File: src/rtl/imem_port_arbiter.sv
// -----------------------------------------------------------------------------
// imem_port_arbiter
//
// Shares a single-ported, fixed-latency instruction memory between the
// instruction-fetch unit and the program loader/debug port. Only one
// transaction is in flight at a time. Ties are broken round-robin, so neither
// requester can starve the other. Misaligned or out-of-range addresses are
// answered with an error response and never reach the memory.
//
// Parameters
//   LAT      memory read latency in cycles (>= 1); mem_rdata is valid LAT
//            cycles after the mem_en cycle
//   MemSize  memory depth in 32-bit words; legal byte addresses are
//            0 .. MemSize*4-4, word aligned
//
// Ports
//   CLK, resetl                 clock (rising edge), async active-low reset
//   if_req/if_addr/if_flush     fetch request, byte address, response discard
//   if_gnt/if_valid/if_data/if_err
//                               fetch grant (comb), response pulse, data, error
//   ld_req/ld_we/ld_addr/ld_wdata
//                               loader request, write enable, address, data
//   ld_gnt/ld_done/ld_rdata/ld_err
//                               loader grant (comb), completion pulse, data, error
//   mem_en/mem_we/mem_addr/mem_wdata/mem_rdata
//                               memory strobe, write, address, write/read data
//   busy                        a transaction is in progress
// -----------------------------------------------------------------------------
module imem_port_arbiter #(
    parameter int LAT     = 2,
    parameter int MemSize = 40
) (
    input  logic        CLK,
    input  logic        resetl,
    input  logic        if_req,
    input  logic [63:0] if_addr,
    input  logic        if_flush,
    output logic        if_gnt,
    output logic        if_valid,
    output logic [31:0] if_data,
    output logic        if_err,
    input  logic        ld_req,
    input  logic        ld_we,
    input  logic [63:0] ld_addr,
    input  logic [31:0] ld_wdata,
    output logic        ld_gnt,
    output logic        ld_done,
    output logic [31:0] ld_rdata,
    output logic        ld_err,
    output logic        mem_en,
    output logic        mem_we,
    output logic [63:0] mem_addr,
    output logic [31:0] mem_wdata,
    input  logic [31:0] mem_rdata,
    output logic        busy
);

    localparam logic [63:0] ADDR_LIMIT = 64'(MemSize) * 64'd4;
    localparam int          CNT_W      = (LAT < 2) ? 1 : $clog2(LAT + 1);
    localparam logic [CNT_W-1:0] CNT_LOAD = CNT_W'(LAT);
    localparam logic [CNT_W-1:0] CNT_ONE  = CNT_W'(1);
    localparam logic [CNT_W-1:0] CNT_ZERO = CNT_W'(0);

    typedef enum logic [1:0] {
        ST_IDLE  = 2'd0,
        ST_ISSUE = 2'd1,
        ST_WAIT  = 2'd2,
        ST_ERR   = 2'd3
    } state_t;

    // Word aligned and inside the array; the compare is a full 64-bit unsigned one.
    function automatic logic addr_legal(input logic [63:0] addr);
        return (addr[1:0] == 2'b00) && (addr < ADDR_LIMIT);
    endfunction

    state_t             state_r;
    state_t             next_state_s;
    logic [CNT_W-1:0]   cnt_r;
    logic               last_ld_r;     // 1: loader held the most recent grant
    logic               owner_ld_r;    // 1: in-flight transaction belongs to the loader
    logic               we_r;          // in-flight transaction is a loader write
    logic               flushed_r;     // in-flight fetch has seen if_flush
    logic               grant_if_s;
    logic               grant_ld_s;
    logic               grant_any_s;
    logic [63:0]        sel_addr_s;
    logic               sel_legal_s;
    logic               resp_s;
    logic               resp_err_s;

    logic               if_valid_r;
    logic [31:0]        if_data_r;
    logic               if_err_r;
    logic               ld_done_r;
    logic [31:0]        ld_rdata_r;
    logic               ld_err_r;
    logic               mem_en_r;
    logic               mem_we_r;
    logic [63:0]        mem_addr_r;
    logic [31:0]        mem_wdata_r;
    logic               busy_r;

    // Round-robin grant; only in IDLE and never while reset is asserted.
    always_comb begin
        grant_if_s = 1'b0;
        grant_ld_s = 1'b0;
        if ((state_r == ST_IDLE) && resetl) begin
            if (if_req && (!ld_req || last_ld_r)) begin
                grant_if_s = 1'b1;
            end else if (ld_req) begin
                grant_ld_s = 1'b1;
            end else begin
                grant_if_s = 1'b0;
                grant_ld_s = 1'b0;
            end
        end else begin
            grant_if_s = 1'b0;
            grant_ld_s = 1'b0;
        end
    end

    // Address of the request being granted and its legality.
    always_comb begin
        sel_addr_s = if_addr;
        if (grant_ld_s) begin
            sel_addr_s = ld_addr;
        end else begin
            sel_addr_s = if_addr;
        end
        sel_legal_s = addr_legal(sel_addr_s);
        grant_any_s = grant_if_s | grant_ld_s;
    end

    // The counter is loaded with LAT in ISSUE and the read data is taken on the
    // WAIT cycle where it steps from 1 to 0, i.e. the end of mem_en cycle + LAT.
    assign resp_err_s = (state_r == ST_ERR);
    assign resp_s     = ((state_r == ST_WAIT) && (cnt_r == CNT_ONE)) || resp_err_s;

    // FSM state register.
    always_ff @(posedge CLK or negedge resetl) begin
        if (!resetl) begin
            state_r <= ST_IDLE;
        end else begin
            state_r <= next_state_s;
        end
    end

    // FSM next-state logic.
    always_comb begin
        next_state_s = state_r;
        case (state_r)
            ST_IDLE: begin
                if (grant_any_s) begin
                    next_state_s = sel_legal_s ? ST_ISSUE : ST_ERR;
                end else begin
                    next_state_s = ST_IDLE;
                end
            end
            ST_ISSUE: next_state_s = ST_WAIT;
            ST_WAIT: begin
                if (cnt_r == CNT_ONE) begin
                    next_state_s = ST_IDLE;
                end else begin
                    next_state_s = ST_WAIT;
                end
            end
            ST_ERR:  next_state_s = ST_IDLE;
            default: next_state_s = ST_IDLE;
        endcase
    end

    // Latency counter.
    always_ff @(posedge CLK or negedge resetl) begin
        if (!resetl) begin
            cnt_r <= CNT_ZERO;
        end else if (state_r == ST_ISSUE) begin
            cnt_r <= CNT_LOAD;
        end else if (state_r == ST_WAIT) begin
            cnt_r <= cnt_r - CNT_ONE;
        end else begin
            cnt_r <= CNT_ZERO;
        end
    end

    // Request capture at grant and the one-cycle memory strobe that follows.
    always_ff @(posedge CLK or negedge resetl) begin
        if (!resetl) begin
            last_ld_r   <= 1'b1;
            owner_ld_r  <= 1'b0;
            we_r        <= 1'b0;
            mem_en_r    <= 1'b0;
            mem_we_r    <= 1'b0;
            mem_addr_r  <= 64'd0;
            mem_wdata_r <= 32'd0;
        end else begin
            mem_en_r <= grant_any_s & sel_legal_s;
            mem_we_r <= grant_ld_s & ld_we & sel_legal_s;
            if (grant_any_s) begin
                last_ld_r  <= grant_ld_s;
                owner_ld_r <= grant_ld_s;
                we_r       <= grant_ld_s & ld_we;
                mem_addr_r <= sel_addr_s;
            end else begin
                last_ld_r  <= last_ld_r;
                owner_ld_r <= owner_ld_r;
                we_r       <= we_r;
                mem_addr_r <= mem_addr_r;
            end
            if (grant_ld_s) begin
                mem_wdata_r <= ld_wdata;
            end else begin
                mem_wdata_r <= mem_wdata_r;
            end
        end
    end

    // Sticky flush marker for the in-flight fetch, starting at its grant cycle.
    always_ff @(posedge CLK or negedge resetl) begin
        if (!resetl) begin
            flushed_r <= 1'b0;
        end else if (grant_if_s) begin
            flushed_r <= if_flush;
        end else if (grant_ld_s) begin
            flushed_r <= 1'b0;
        end else if ((state_r != ST_IDLE) && !owner_ld_r) begin
            flushed_r <= flushed_r | if_flush;
        end else begin
            flushed_r <= flushed_r;
        end
    end

    // Response registers: pulses last one cycle, data/err hold until the next response.
    always_ff @(posedge CLK or negedge resetl) begin
        if (!resetl) begin
            if_valid_r <= 1'b0;
            if_data_r  <= 32'd0;
            if_err_r   <= 1'b0;
            ld_done_r  <= 1'b0;
            ld_rdata_r <= 32'd0;
            ld_err_r   <= 1'b0;
        end else begin
            if_valid_r <= 1'b0;
            ld_done_r  <= 1'b0;
            if (resp_s && owner_ld_r) begin
                ld_done_r  <= 1'b1;
                ld_rdata_r <= (resp_err_s || we_r) ? 32'd0 : mem_rdata;
                ld_err_r   <= resp_err_s;
            end else if (resp_s && !(flushed_r || if_flush)) begin
                if_valid_r <= 1'b1;
                if_data_r  <= resp_err_s ? 32'd0 : mem_rdata;
                if_err_r   <= resp_err_s;
            end else begin
                if_data_r  <= if_data_r;
                if_err_r   <= if_err_r;
                ld_rdata_r <= ld_rdata_r;
                ld_err_r   <= ld_err_r;
            end
        end
    end

    // Busy flag, aligned with the state register.
    always_ff @(posedge CLK or negedge resetl) begin
        if (!resetl) begin
            busy_r <= 1'b0;
        end else begin
            busy_r <= (next_state_s != ST_IDLE);
        end
    end

    assign if_gnt    = grant_if_s;
    assign ld_gnt    = grant_ld_s;
    // A flush raised in the response cycle itself still has to hide that response.
    assign if_valid  = if_valid_r & ~if_flush;
    assign if_err    = if_err_r & ~(if_valid_r & if_flush);
    assign if_data   = if_data_r;
    assign ld_done   = ld_done_r;
    assign ld_rdata  = ld_rdata_r;
    assign ld_err    = ld_err_r;
    assign mem_en    = mem_en_r;
    assign mem_we    = mem_we_r;
    assign mem_addr  = mem_addr_r;
    assign mem_wdata = mem_wdata_r;
    assign busy      = busy_r;

endmodule

File: config.mk
export PLATFORM = sky130hd
export DESIGN_NAME = imem_port_arbiter
export DESIGN_NICKNAME = d
export VERILOG_FILES = /design/src/rtl/imem_port_arbiter.sv
export SDC_FILE = /design/constraint.sdc
export NUM_CORES = 1
export LEC_CHECK = 0
export CORE_ASPECT_RATIO = 1.2
export CORE_MARGIN = 3
export CORE_UTILIZATION = 38
export CTS_BUF_LIST = sky130_fd_sc_hd__clkbuf_2 sky130_fd_sc_hd__clkbuf_4 sky130_fd_sc_hd__clkbuf_8
export CTS_CLUSTER_DIAMETER = 100
export DETAILED_ROUTE_END_ITERATION = 12
export MAX_ROUTING_LAYER = met4
export PLACE_DENSITY = 0.81
export SETUP_SLACK_MARGIN = 0.3
export SLEW_MARGIN = 20
export SYNTH_ARGS = -nofsm -noshare
export SYNTH_HDL_FRONTEND = slang
export SYNTH_SLANG_ARGS = --single-unit
File: constraint.sdc
create_clock -name CLK -period 1.75 [get_ports CLK]
set_input_delay 0.4375 -clock CLK [delete_from_list [all_inputs] [get_ports CLK]]
set_output_delay 0.4375 -clock CLK [all_outputs]
set_load 0.1 [all_outputs]
==> results.sh <==
export IMPL_worstPathCellList="nor2_4 > and2_4 > nand3_4 > clkinv_4 > buf_6 > buf_12"
export IMPL_synthesis_nets=1051
export IMPL_cp_max_fo=3
export IMPL_core_area_mm2=0.0191
export IMPL_clkTransAtPathRegs_ns=0.11
export IMPL_final_hold_violation_count=0
export IMPL_cp_arrival_ns=1.65
export IMPL_cts_tree="built"
export IMPL_yosys_area_top_type="dfrtp_1"
export IMPL_antenna_found_initial=12
export IMPL_fin_skew_ns=0.0197
export IMPL_endpoint_kind="primary output"
export IMPL_remaining_drc_errors=0
export IMPL_grt_use_total_pct=31.9
export IMPL_hold_path_class="in2async"
export IMPL_area_growth_pct=113
export IMPL_yosysUniqueCellTypes=32
export IMPL_rows=55
export IMPL_ff2ff_path_depth=11
export IMPL_cts_root_buf="clkbuf_8"
export IMPL_numPortBuffers=366
export IMPL_yosys_top_cells_count="nand2_1, dfrtp_1, o21ai_0"
export IMPL_fillers=927
export IMPL_async_reset_ff_share_pct=100
export IMPL_start_util_pct=39.2
export IMPL_tightest_slew_ns=0.740
export IMPL_slew_violations=0
export IMPL_seq_area_frac_synth_pct=58.6
export IMPL_tns_ns=-3.55
export IMPL_finalCritPeriodShare_pct=119
export IMPL_fp_dieH_um=160
export IMPL_gp_congestion=0.920
export IMPL_crit_required_ns=1.31
export IMPL_slowest_delay_ns=0.43
export IMPL_dpl_hpwl_um=22900
export IMPL_clock_sinks=175
export IMPL_setup_viol=59
export IMPL_ys_ff_latch=175
export IMPL_yosysMostFrequentCell="nand2_1"
export IMPL_wl_um=39600
export IMPL_num_vias=9262
export IMPL_fmax_mhz=480
export IMPL_ys_flop_type="dfrtp_1"
export IMPL_timing_final_ws_setup_ns=-0.333
export IMPL_reg2reg_to="mem_addr[25]"
export IMPL_htree_levels=4
export IMPL_drtIter0Drc=693
export IMPL_drtPass1Iterations=7
export IMPL_outcome="complete, but fails checks"
export IMPL_first_global_vias=9012
export IMPL_die_area_mm2=0.0214
export IMPL_clock_path_buffers=2
export IMPL_synth_area_mm2=0.00748
export IMPL_wl_per_cell_um=24.3
export IMPL_crit_type="reg2out"
export IMPL_place_ws_ns=-0.812
export IMPL_synth_warnings=0
export IMPL_cts_buffers_inserted=17
export IMPL_synth_edf_count=0
export IMPL_ys_top_cells_by_area="dfrtp_1, nand2_1, a31oi_1"
export IMPL_drtAntennaViolNets=0
export IMPL_rsz0062_at_grt="true"
export IMPL_critPathLaunchType="register"
export IMPL_final_cell_count_no_fill=1631
export IMPL_timing_hold_ws_ns=0.142
export IMPL_ios=367
export IMPL_drive_gt1_share_pct=34.6
export IMPL_fin_crit_ns=2.08
export IMPL_relSlewSlack_pct=50.6
export IMPL_violations="negative setup slack"
export IMPL_grt_pass1_wl_um=50900
export IMPL_nets=1549
export IMPL_synth_cells=852
export IMPL_crit_slowest_cell="dfrtp_1"
export IMPL_clock_latency_ns=0.47
export IMPL_grt_max_degree=96
export IMPL_synth_area_per_cell_um2=8.78
export IMPL_rrSetupSlack_ns=-0.15
export IMPL_yosysTopAreaCellShare_pct=58.2
export IMPL_r2r_start="state_r[0]"
export IMPL_max_cap_violations=0
export IMPL_die_x_um=134
export IMPL_overflow=0
export IMPL_via_per_inst=5.68
export IMPL_numPlacedInstances=1495
-- worst max-delay path by stage --
stage / startpoint / to / slack (ns) / cells after the start
2_1_floorplan: state_r[0] / if_gnt / -0.30 / 9
3_3_place_gp: if_addr[10] / state_r[1] / -0.82 / 8
5_1_grt: state_r[0] / ld_gnt / -0.42 / 6
6_report: state_r[0] / ld_gnt / -0.33 / 6
4_1_cts: state_r[1] / ld_gnt / -0.36 / 6
3_5_place_dp: if_addr[10] / state_r[1] / -0.81 / 8
-- cell families (layout without fill, tap and decap cells) --
family / after synthesis / after routing / share of synthesized area (%)
other: 0 / 12 / 0
AOI/OAI and AO/OA: 146 / 146 / 11.5
DFF: 175 / 175 / 58.6
and+or+nand+nor: 467 / 467 / 25.3
buffers and inverters: 63 / 574 / 4.45
adders and majority gates: 1 / 1 / 0.167
-- timing repair --
action                     in CTS  in global routing
pin swaps                      50                 45
cloned                         17                 19
setup endpoints to repair     326                336
hold buffers                    1                  0
setup buffers                  10                 45
gates resized for setup       199                104
hold endpoints to repair       24                  0
-- per-stage QoR --
stage	cell area [um^2]	utilization, %
finish	15900	83.4
global route	15900	83.4
CTS	14800	77.5
detailed placement	13600	71.3
global placement	13600	71.3
floorplan	7590	-
-- cells in the final DEF (no fill, tap or decap), types with 4 or more instances in the layout --
master             n
clkinv_4           5
buf_16            16
nand2_4            7
nand4_1            8
clkdlybuf4s50_1   83
inv_8              5
o21ai_0           55
dlygate4sd2_1    101
nand2_2           41
buf_12           187
clkdlybuf4s15_1    9
inv_1              4
clkbuf_16         16
buf_8              7
diode_2           12
o21ai_1           11
buf_6             13
buf_4             96
nor4_4             4
dfrtp_1          173
clkbuf_8          17
nor4_1             8
nor2_1            65
nand2_1          302
nor4_2            18
a31oi_1           56
-- layout make-up --
class	instances	area, um^2	share of cell area (%)
timing repair buffer	535	7490	47.1
inverter	6	40.0	0.252
sequential	175	4380	27.5
clock buffer	17	234	1.47
clock inverter	15	145	0.913
timing repair inverter	1	8.76	0.0551
tap	256	320	2.01
multi-input combinational	614	3250	20.5
antenna	12	30.0	0.189
-- layer usage --
metal / up-vias / global-route usage [%] / share of wire [%]
met1: 4502 / 33.6 / 32
met2: 654 / 55.9 / 52
met5: - / - / 0
li1: 3883 / - / -
met3: 223 / 6.68 / 7.9
met4: 0 / 16.6 / 7.4
-- state kept, by name (all words and copies together) (netlist names) --
| signal | count |
|---|---|
| flushed_r | 1 |
| mem_wdata | 32 |
| if_err_r | 1 |
| if_valid_r | 1 |
| mem_en | 1 |
| busy | 1 |
| last_ld_r | 1 |
| state_r | 2 |
| mem_we | 1 |
| ld_done | 1 |
| we_r | 1 |
| owner_ld_r | 1 |
| mem_addr | 64 |
| if_data | 32 |
| ld_rdata | 32 |
| cnt_r | 2 |
| ld_err | 1 |
-- worst max-delay path: cells and delay by family, from the launching register on --
family | cells | cell delay, ns
flip-flops | 1 | 0.43
buffers and inverters | 3 | 0.35
AND/OR/NAND/NOR | 3 | 0.40
Power is not shown: default switching activity piles up to over one toggle a cycle in this logic, so the estimate is an artifact.
